### src/rtl/core_pkg.sv
`default_nettype none
// ============================================================================
// Module      : core_pkg
// Description : Shared types and constants for the RV32I core: datapath
//               width, canonical NOP, base opcodes, fetch FSM state and the
//               IF/ID pipeline-register payload.
// Revision    : 1.0 - initial release
// ============================================================================
package core_pkg;

  localparam int XLEN = 32;

  // addi x0, x0, 0
  localparam logic [31:0] NOP_INST = 32'h0000_0013;

  // Base RV32I major opcodes (inst[6:0])
  localparam logic [6:0] OPC_LUI    = 7'b0110111;
  localparam logic [6:0] OPC_AUIPC  = 7'b0010111;
  localparam logic [6:0] OPC_JAL    = 7'b1101111;
  localparam logic [6:0] OPC_JALR   = 7'b1100111;
  localparam logic [6:0] OPC_BRANCH = 7'b1100011;
  localparam logic [6:0] OPC_LOAD   = 7'b0000011;
  localparam logic [6:0] OPC_STORE  = 7'b0100011;
  localparam logic [6:0] OPC_OP_IMM = 7'b0010011;
  localparam logic [6:0] OPC_OP     = 7'b0110011;
  localparam logic [6:0] OPC_SYSTEM = 7'b1110011;

  typedef enum logic [0:0] {
    RUN   = 1'b0,
    FAULT = 1'b1
  } fetch_state_t;

  typedef struct packed {
    logic            valid;
    logic [31:0]     inst;
    logic [XLEN-1:0] pc;
    logic [XLEN-1:0] pc_plus4;
  } ifid_t;

endpackage : core_pkg
`default_nettype wire

### src/rtl/ifid_reg.sv
`default_nettype none
// ============================================================================
// Module      : ifid_reg
// Description : IF/ID pipeline register. Reset and clear both produce a
//               bubble; clear keeps the pc fields so they stay meaningful for
//               debug. Priority: rst > i_clear > i_hold > load.
// Ports       : clk     - rising-edge clock
//               rst     - synchronous active-high reset (all-zero bubble)
//               i_hold  - keep current contents
//               i_clear - replace with a bubble (valid=0, inst=NOP)
//               i_d     - next payload, loaded when neither hold nor clear
//               o_q     - registered payload
// Revision    : 1.0 - initial release
// ============================================================================
module ifid_reg
  import core_pkg::*;
(
  input  logic  clk,
  input  logic  rst,
  input  logic  i_hold,
  input  logic  i_clear,
  input  ifid_t i_d,
  output ifid_t o_q
);

  ifid_t r_q;

  always_ff @(posedge clk) begin
    if (rst) begin
      r_q.valid    <= 1'b0;
      r_q.inst     <= NOP_INST;
      r_q.pc       <= '0;
      r_q.pc_plus4 <= '0;
    end else if (i_clear) begin
      r_q.valid <= 1'b0;
      r_q.inst  <= NOP_INST;
    end else if (!i_hold) begin
      r_q <= i_d;
    end
  end

  assign o_q = r_q;

endmodule : ifid_reg
`default_nettype wire

### src/rtl/fetch_stage.sv
`default_nettype none
// ============================================================================
// Module      : fetch_stage
// Description : RV32I instruction-fetch stage. Owns the PC, drives the
//               combinational instruction memory and captures the returned
//               word into IF/ID. Handles stall, flush, redirect and faults on
//               misaligned or out-of-range fetch addresses (sticky until a
//               legal redirect).
// Ports       : clock, reset        - clock, synchronous active-high reset
//               imem_pc / imem_inst - instruction memory address / word
//               stall, flush        - hazard-unit controls
//               redirect_valid/_pc  - taken branch/jump from EX
//               ifid_*              - IF/ID register contents
//               fault, fault_pc     - sticky fetch fault and offending address
// Revision    : 1.0 - initial release
// ============================================================================
module fetch_stage #(
  // Must match core_pkg::XLEN, which sizes the IF/ID payload struct.
  parameter int              XLEN       = 32,
  parameter logic [XLEN-1:0] RESET_PC   = '0,
  parameter int              IMEM_BYTES = 256
) (
  input  logic            clock,
  input  logic            reset,
  output logic [XLEN-1:0] imem_pc,
  input  logic [31:0]     imem_inst,
  input  logic            stall,
  input  logic            flush,
  input  logic            redirect_valid,
  input  logic [XLEN-1:0] redirect_pc,
  output logic            ifid_valid,
  output logic [31:0]     ifid_inst,
  output logic [XLEN-1:0] ifid_pc,
  output logic [XLEN-1:0] ifid_pc_plus4,
  output logic            fault,
  output logic [XLEN-1:0] fault_pc
);

  import core_pkg::*;

  localparam logic [XLEN-1:0] c_last_addr = XLEN'(IMEM_BYTES - 4);

  function automatic logic f_legal(input logic [XLEN-1:0] addr);
    return (addr[1:0] == 2'b00) && (addr <= c_last_addr);
  endfunction

  fetch_state_t    r_state;
  logic [XLEN-1:0] r_pc;
  logic            r_fault;
  logic [XLEN-1:0] r_fault_pc;

  fetch_state_t    w_state_nxt;
  logic [XLEN-1:0] w_pc_nxt;
  logic            w_fault_nxt;
  logic [XLEN-1:0] w_fault_pc_nxt;
  logic            w_ifid_hold;
  logic            w_ifid_clear;
  logic [XLEN-1:0] w_pc_plus4;
  ifid_t           w_ifid_d;
  ifid_t           w_ifid_q;

  assign w_pc_plus4 = r_pc + XLEN'(4);
  assign w_ifid_d   = '{valid: 1'b1, inst: imem_inst, pc: r_pc, pc_plus4: w_pc_plus4};

  // State and PC registers
  always_ff @(posedge clock) begin
    if (reset) begin
      r_state    <= RUN;
      r_pc       <= RESET_PC;
      r_fault    <= 1'b0;
      r_fault_pc <= '0;
    end else begin
      r_state    <= w_state_nxt;
      r_pc       <= w_pc_nxt;
      r_fault    <= w_fault_nxt;
      r_fault_pc <= w_fault_pc_nxt;
    end
  end

  // Next-state and IF/ID control. IF/ID loads only on the RUN advance path,
  // so imem_inst is never sampled on any other cycle.
  always_comb begin
    w_state_nxt    = r_state;
    w_pc_nxt       = r_pc;
    w_fault_nxt    = r_fault;
    w_fault_pc_nxt = r_fault_pc;
    w_ifid_hold    = 1'b1;
    w_ifid_clear   = 1'b0;

    case (r_state)
      RUN: begin
        if (redirect_valid) begin
          // The word fetched this cycle is wrong-path.
          w_ifid_clear = 1'b1;
          if (f_legal(redirect_pc)) begin
            w_pc_nxt = redirect_pc;
          end else begin
            w_state_nxt    = FAULT;
            w_fault_nxt    = 1'b1;
            w_fault_pc_nxt = redirect_pc;
          end
        end else if (flush) begin
          w_ifid_clear = 1'b1;
        end else if (!stall) begin
          w_ifid_hold = 1'b0;
          w_pc_nxt    = w_pc_plus4;
          // Current word is good; it is the next address that is illegal.
          if (!f_legal(w_pc_plus4)) begin
            w_state_nxt    = FAULT;
            w_fault_nxt    = 1'b1;
            w_fault_pc_nxt = w_pc_plus4;
          end
        end
      end

      FAULT: begin
        if (redirect_valid && f_legal(redirect_pc)) begin
          w_state_nxt  = RUN;
          w_fault_nxt  = 1'b0;
          w_pc_nxt     = redirect_pc;
          w_ifid_clear = 1'b1;
        end else begin
          if (redirect_valid) begin
            w_fault_pc_nxt = redirect_pc;
          end
          w_ifid_clear = !stall;
        end
      end

      default: begin
        w_state_nxt = RUN;
      end
    endcase
  end

  ifid_reg u_ifid_reg (
    .clk     (clock),
    .rst     (reset),
    .i_hold  (w_ifid_hold),
    .i_clear (w_ifid_clear),
    .i_d     (w_ifid_d),
    .o_q     (w_ifid_q)
  );

  assign imem_pc       = r_pc;
  assign ifid_valid    = w_ifid_q.valid;
  assign ifid_inst     = w_ifid_q.inst;
  assign ifid_pc       = w_ifid_q.pc;
  assign ifid_pc_plus4 = w_ifid_q.pc_plus4;
  assign fault         = r_fault;
  assign fault_pc      = r_fault_pc;

endmodule : fetch_stage
`default_nettype wire

### config.mk
export PLATFORM = sky130hd
export DESIGN_NAME = fetch_stage
export DESIGN_NICKNAME = d
export VERILOG_FILES = /design/src/rtl/core_pkg.sv /design/src/rtl/ifid_reg.sv /design/src/rtl/fetch_stage.sv
export SDC_FILE = /design/constraint.sdc
export NUM_CORES = 1
export LEC_CHECK = 0
export ABC_AREA = 1
export BUFFER_PORTS_ARGS = -buffer_cell sky130_fd_sc_hd__buf_4
export CAP_MARGIN = 5
export CORE_MARGIN = 2
export CORE_UTILIZATION = 46
export DETAILED_ROUTE_END_ITERATION = 7
export PLACE_DENSITY = 0.86
export SLEW_MARGIN = 20
export SYNTH_ARGS = -nofsm -noshare
export SYNTH_HDL_FRONTEND = slang
export SYNTH_SLANG_ARGS = --single-unit
export TNS_END_PERCENT = 100
### constraint.sdc
create_clock -name clock -period 2.2 [get_ports clock]
set_clock_uncertainty 0.05 [all_clocks]
set_input_delay 0.55 -clock clock [delete_from_list [all_inputs] [get_ports clock]]
set_output_delay 0.55 -clock clock [all_outputs]
set_load 0.1 [all_outputs]
After elaboration in Yosys (flattened, before gate mapping)
Index checks and enable logic that the tools add are counted.

Register bits after elaboration: 163. Input port bits: 69. Output and inout bits: 162. Word-level logic and storage cells: 69.

Add/sub/neg operators: 1. $lt $le $gt $ge: 2. Equality and inequality tests: 8. Muxes and demuxes: 36. Bitwise logic cells: 3. Reduce and logical (&&, ||, !) cells: 11.

Operators with widths (count): two-way mux 32 bit (12); case mux 32 bit (2 select lines) (2); less-or-equal comparator 32 x 8 -> 1 bit, second input constant (2); adder 32 x 3 -> 32 bit, second input constant (1); two-way mux 1 bit (19); != test 3 bit, second input constant (5); case mux 1 bit (2 select lines) (3); AND reduction 6 bit (1); AND reduction 5 bit (1); zero test 2 bit (2); != test 2 bit, second input constant (2); AND reduction 4 bit (1); logical AND 1 bit (3); inverter 1 bit (3); != test 2 x 1 -> 1 bit, second input constant (1); AND reduction 2 bit (1); OR reduction 2 bit (1); zero test 1 bit (1).

Longest topological paths before layout
Depth in word-level cells: 8. Mapped depth: 18. Gate-level depth less buffers: 17.

Cells and area by module
Synthesis repeated with hierarchy kept, for this count alone.

Cell total of the unflattened synthesis: 1240. Area total of the unflattened synthesis: 8007.7 um2.

By module, submodules not included: fetch_stage (times used 1, cells an instance 689, area an instance 4201.5 um2, seq. area each 1321.3 um2); ifid_reg (times used 1, cells an instance 551, area an instance 3806.2 um2, seq. area each 1941.9 um2).

Worst setup path after synthesis
Ideal clock, no wire load.

Path kind: reg-to-reg. Start point: reg r_pc[3], in the netlist imem_pc[3]. End point: reg r_fault_pc[10], in the netlist fault_pc[10]. Setup time: 117 ps. Data arrival time: 2067 ps. Required time: 2033 ps. Path slack: -34 ps. Cell stages (with the launch flop): 18. Buffers on the path: 1. Period minus slack after synthesis: 2234 ps. Cells stage by stage: dfxtp_1 -> ha_1 -> nand2_2 -> nor2_4 -> nand2_4 -> nor2_8 -> nand2_1 -> nand2_1 -> nand2_1 -> inv_2 -> nand3_1 -> nor2_2 -> nand3_1 -> nand2_2 -> nand2_4 -> buf_2 -> nor2_1 -> nor2_1.

Word-level cells in the longest chain between the ends: 6. Elaborated cells on any way between the ends: 10. Those cells by class: 1 x add/sub; 1 x order compare; 1 x eq/ne; 5 x mux; 2 x reduce/logical.

RTL lines: start, declared (line fetch_stage.sv:48) `logic [XLEN-1:0] r_pc;`; start signal, assigned (line fetch_stage.sv:74) `r_pc <= w_pc_nxt;`; adder 32 x 3 -> 32 bit (*) (line fetch_stage.sv:62) `assign w_pc_plus4 = r_pc + XLEN'(4);`; branches (longest 5 deep; another with less-or-equal comparator 32 x 8 -> 1 bit); end signal, assigned (line fetch_stage.sv:76) `r_fault_pc <= w_fault_pc_nxt;`; end, declared (line fetch_stage.sv:50) `logic [XLEN-1:0] r_fault_pc;`.

Every way passes the cells marked *. The select of a mux whose other input is x is not followed. A chain may end at the register's enable or synchronous reset.

Worst setup path in the final report
Start point: reg r_pc[22], in the netlist imem_pc[22]. End point: reg r_fault_pc[10], in the netlist fault_pc[10].

Word-level cells in the longest chain between the ends: 5.

RTL lines: adder 32 x 3 -> 32 bit (line fetch_stage.sv:62); less-or-equal comparator 32 x 8 -> 1 bit (line fetch_stage.sv:44) `return (addr[1:0] == 2'b00) && (addr <= c_last_addr);`; logical AND 1 bit (line fetch_stage.sv:44); != test 3 bit (no line); AND reduction 6 bit (no line).

Every way passes these cells.

==> flow_summary.ini <==
[final_layout]
nets = 1468
synthToLayoutAreaGrowth_pct = 53.2
drive_gt1_share_pct = 39.1
final_cells = 1626
antennaDiodeCount = 0
final_common_cell = buf_4
mostFrequentLayoutCells = buf_4 (376), nand2_1 (239), dfxtp_1 (148), nor2_1 (133), o21ai_0 (98)
nFillCells = 1254

[clocking]
path_clk_slew_ps = 70
clock_latency_ps = 430
ctsRootBufferMaster = clkbuf_16
clock-sinks = 161
htreeDepth = 4
cts_tree = done
cts_buffer_depth = 2
numCtsBuffers = 17

[pwr]
pwr_density_cell_mw_per_mm2 = 753
swShare_pct = 35.0
vdd_drop_max_uv = 530
p_comb_share_pct = 24.5
leakage_uw = 0.00547
p_clk_share_pct = 38.6
power_frac_seq_pct = 36.9
switching_power_uw = 2980
total_power_uw = 8510
p_int_uw = 5530

[timing]
maxSlewViolCount = 0
worstMarginPinSlew_ps = 600
setup_ws_ps = -235
period_needed_ps = 2440
maxSlewHeadroom_pct = 59.6
setup_viol = 32
max_freq_mhz = 411
final_hold_viol_count = 0
rsz0062_at_grt = true
post-route-period-util_pct = 111

[min_path]
hp-class = in -> reg

[outcome]
outcome = finished with violations
violations = negative setup slack

[synth]
synth_area_mm2 = 0.00738
async_flop_share_pct = 0
synthDistinctLibCells = 31
synth_flop_cell = dfxtp_1
mappedNetlistNets = 1143
synth_edf_count = 0
ys_ff_latch = 161
synth_cells = 1072
yosys_warnings = 0
ys_seq_area_share_pct = 43.7
syn_avg_cell_area_um2 = 6.88

[place]
place_ws_ps = -310
dp_hpwl_um = 19600
gp_congestion = 0.997
dp.cells = 1579
numPortBuffers = 230

[routing]
drtIter0Drc = 885
firstDrtPassIters = 6
wl_per_cell_um = 17.2
route.detailed.drc = 0
via_per_inst = 5.27
ant_nets = 0
totalWireLength_um = 28000
dr_total_vias = 8561

[setup_path]
cp.required_ps = 2520
worst-path-max-fanout = 8
end_kind = flop
reg2reg_slack_ps = -240
cp-start-kind = flop
cp.arrival_ps = 2760
critical_path_class = reg -> reg

[global_route]
track_usage_pct = 31.0
antenna_found_initial = 0
grt-ovfl-total = 0
grt_pass1_vias = 7816
grt_max_degree = 81
grt_pass1_wl_um = 40600

[floorplanning]
core_mm2 = 0.0158
die_x_um = 131
ioPinCount = 231
row_count = 46
die_area_mm2 = 0.0171
fp.dieH_um = 131
start_util_pct = 46.8

[flow_run]
cap_violations = 0
-- per-layer routing --
layer / global-route usage (%) / part of all wire [%]
met1: 41.4 / 40
met2: 48.5 / 46
met3: 7.57 / 11
met4: 12.6 / 3.8
met5: 0 / 0
-- sequential cells by signal, indices dropped and copies added, names as in the netlist --
name	count
u_ifid_reg.o_q	95
fault	1
imem_pc	32
fault_pc	32
r_state	1
-- Yosys cell counts (4+ instances only) --
library cell,count,share of area [%]
nor2_4,6,0.92
nor2_2,5,0.42
nand2_1,281,14
o211ai_1,12,1.2
buf_2,8,0.54
nand3_1,41,2.8
o21ai_1,4,0.27
buf_4,34,3.5
nor2_1,159,8.1
nand4_1,9,0.76
o21ai_0,100,6.8
nand2_2,7,0.59
a21oi_1,84,5.7
clkbuf_1,36,1.8
buf_1,8,0.41
inv_1,78,4.0
dfxtp_1,161,44
inv_2,5,0.25
a211oi_1,11,1.1
-- area by class of cell --
| class | instances | area, um^2 | share of cell area [%] |
|---|---|---|---|
| Inverter | 83 | 313 | 2.77 |
| Clock inverter | 15 | 223 | 1.97 |
| Timing Repair Buffer | 394 | 3120 | 27.6 |
| Multi-Input combinational cell | 740 | 3690 | 32.7 |
| Sequential cell | 161 | 3250 | 28.8 |
| Clock buffer | 17 | 425 | 3.76 |
| Tap cell | 216 | 270 | 2.39 |
-- power groups by stage --
stage	logic, uW	registers [uW]	clock network [uW]
6_report	2080	3140	3290
5_1_grt	2160	3150	3400
4_1_cts	1980	3130	3290
3_5_place_dp	1950	3200	0
3_3_place_gp	1930	3190	0
2_1_floorplan	619	3950	0
-- final timing paths --
path | startpoint | cells past startpoint | end
setup / recovery | imem_pc[22] | 14 | fault_pc[10]
hold / removal | imem_inst[4] | 3 | u_ifid_reg.o_q[68]
setup reg to reg | imem_pc[22] | 14 | fault_pc[10]
hold reg to reg | u_ifid_reg.o_q[74] | 2 | u_ifid_reg.o_q[74]
-- worst max-delay path: stages, from the launching register on --
cell,delay (ps)
dfxtp_1,410
buf_4,230
nand4_1,190
nor3_1,240
nand3_1,100
nand2_1,120
nand2_1,90
nor2_2,170
nand3_2,110
nand2_4,140
nand2_8,100
buf_12,170
nand2_4,60
nand2_2,60
nor2_2,120
-- metrics by stage --
stage               TNS [ps]  util [%]  instance area, um^2  hold slack [ps]
floorplan                  0         -                 7380              417
CTS                    -2730      70.0                11000              287
finish                 -6230      71.7                11300              285
global placement      -14130      64.2                10100              398
global route          -10580      71.7                11300              289
detailed placement    -19200      64.2                10100              402
-- what timing repair did --
action,in CTS,in global routing
cloned,1,2
gates resized for setup,64,60
pin swaps,15,29
endpoints found under the setup margin,32,38
buffers inserted,9,3
hold buffers,0,0
hold endpoints to repair,0,0
-- cells by family after synthesis --
kind of cell	synth area share [%]
XOR/XNOR	0.356
flip-flops	43.7
AND/OR/NAND/NOR	29.5
buffers and inverters	10.9
adder cells (fa/ha/maj)	0.339
AO/OA/AOI/OAI	15.2
Note: power is estimated with default switching activity, not from simulation.
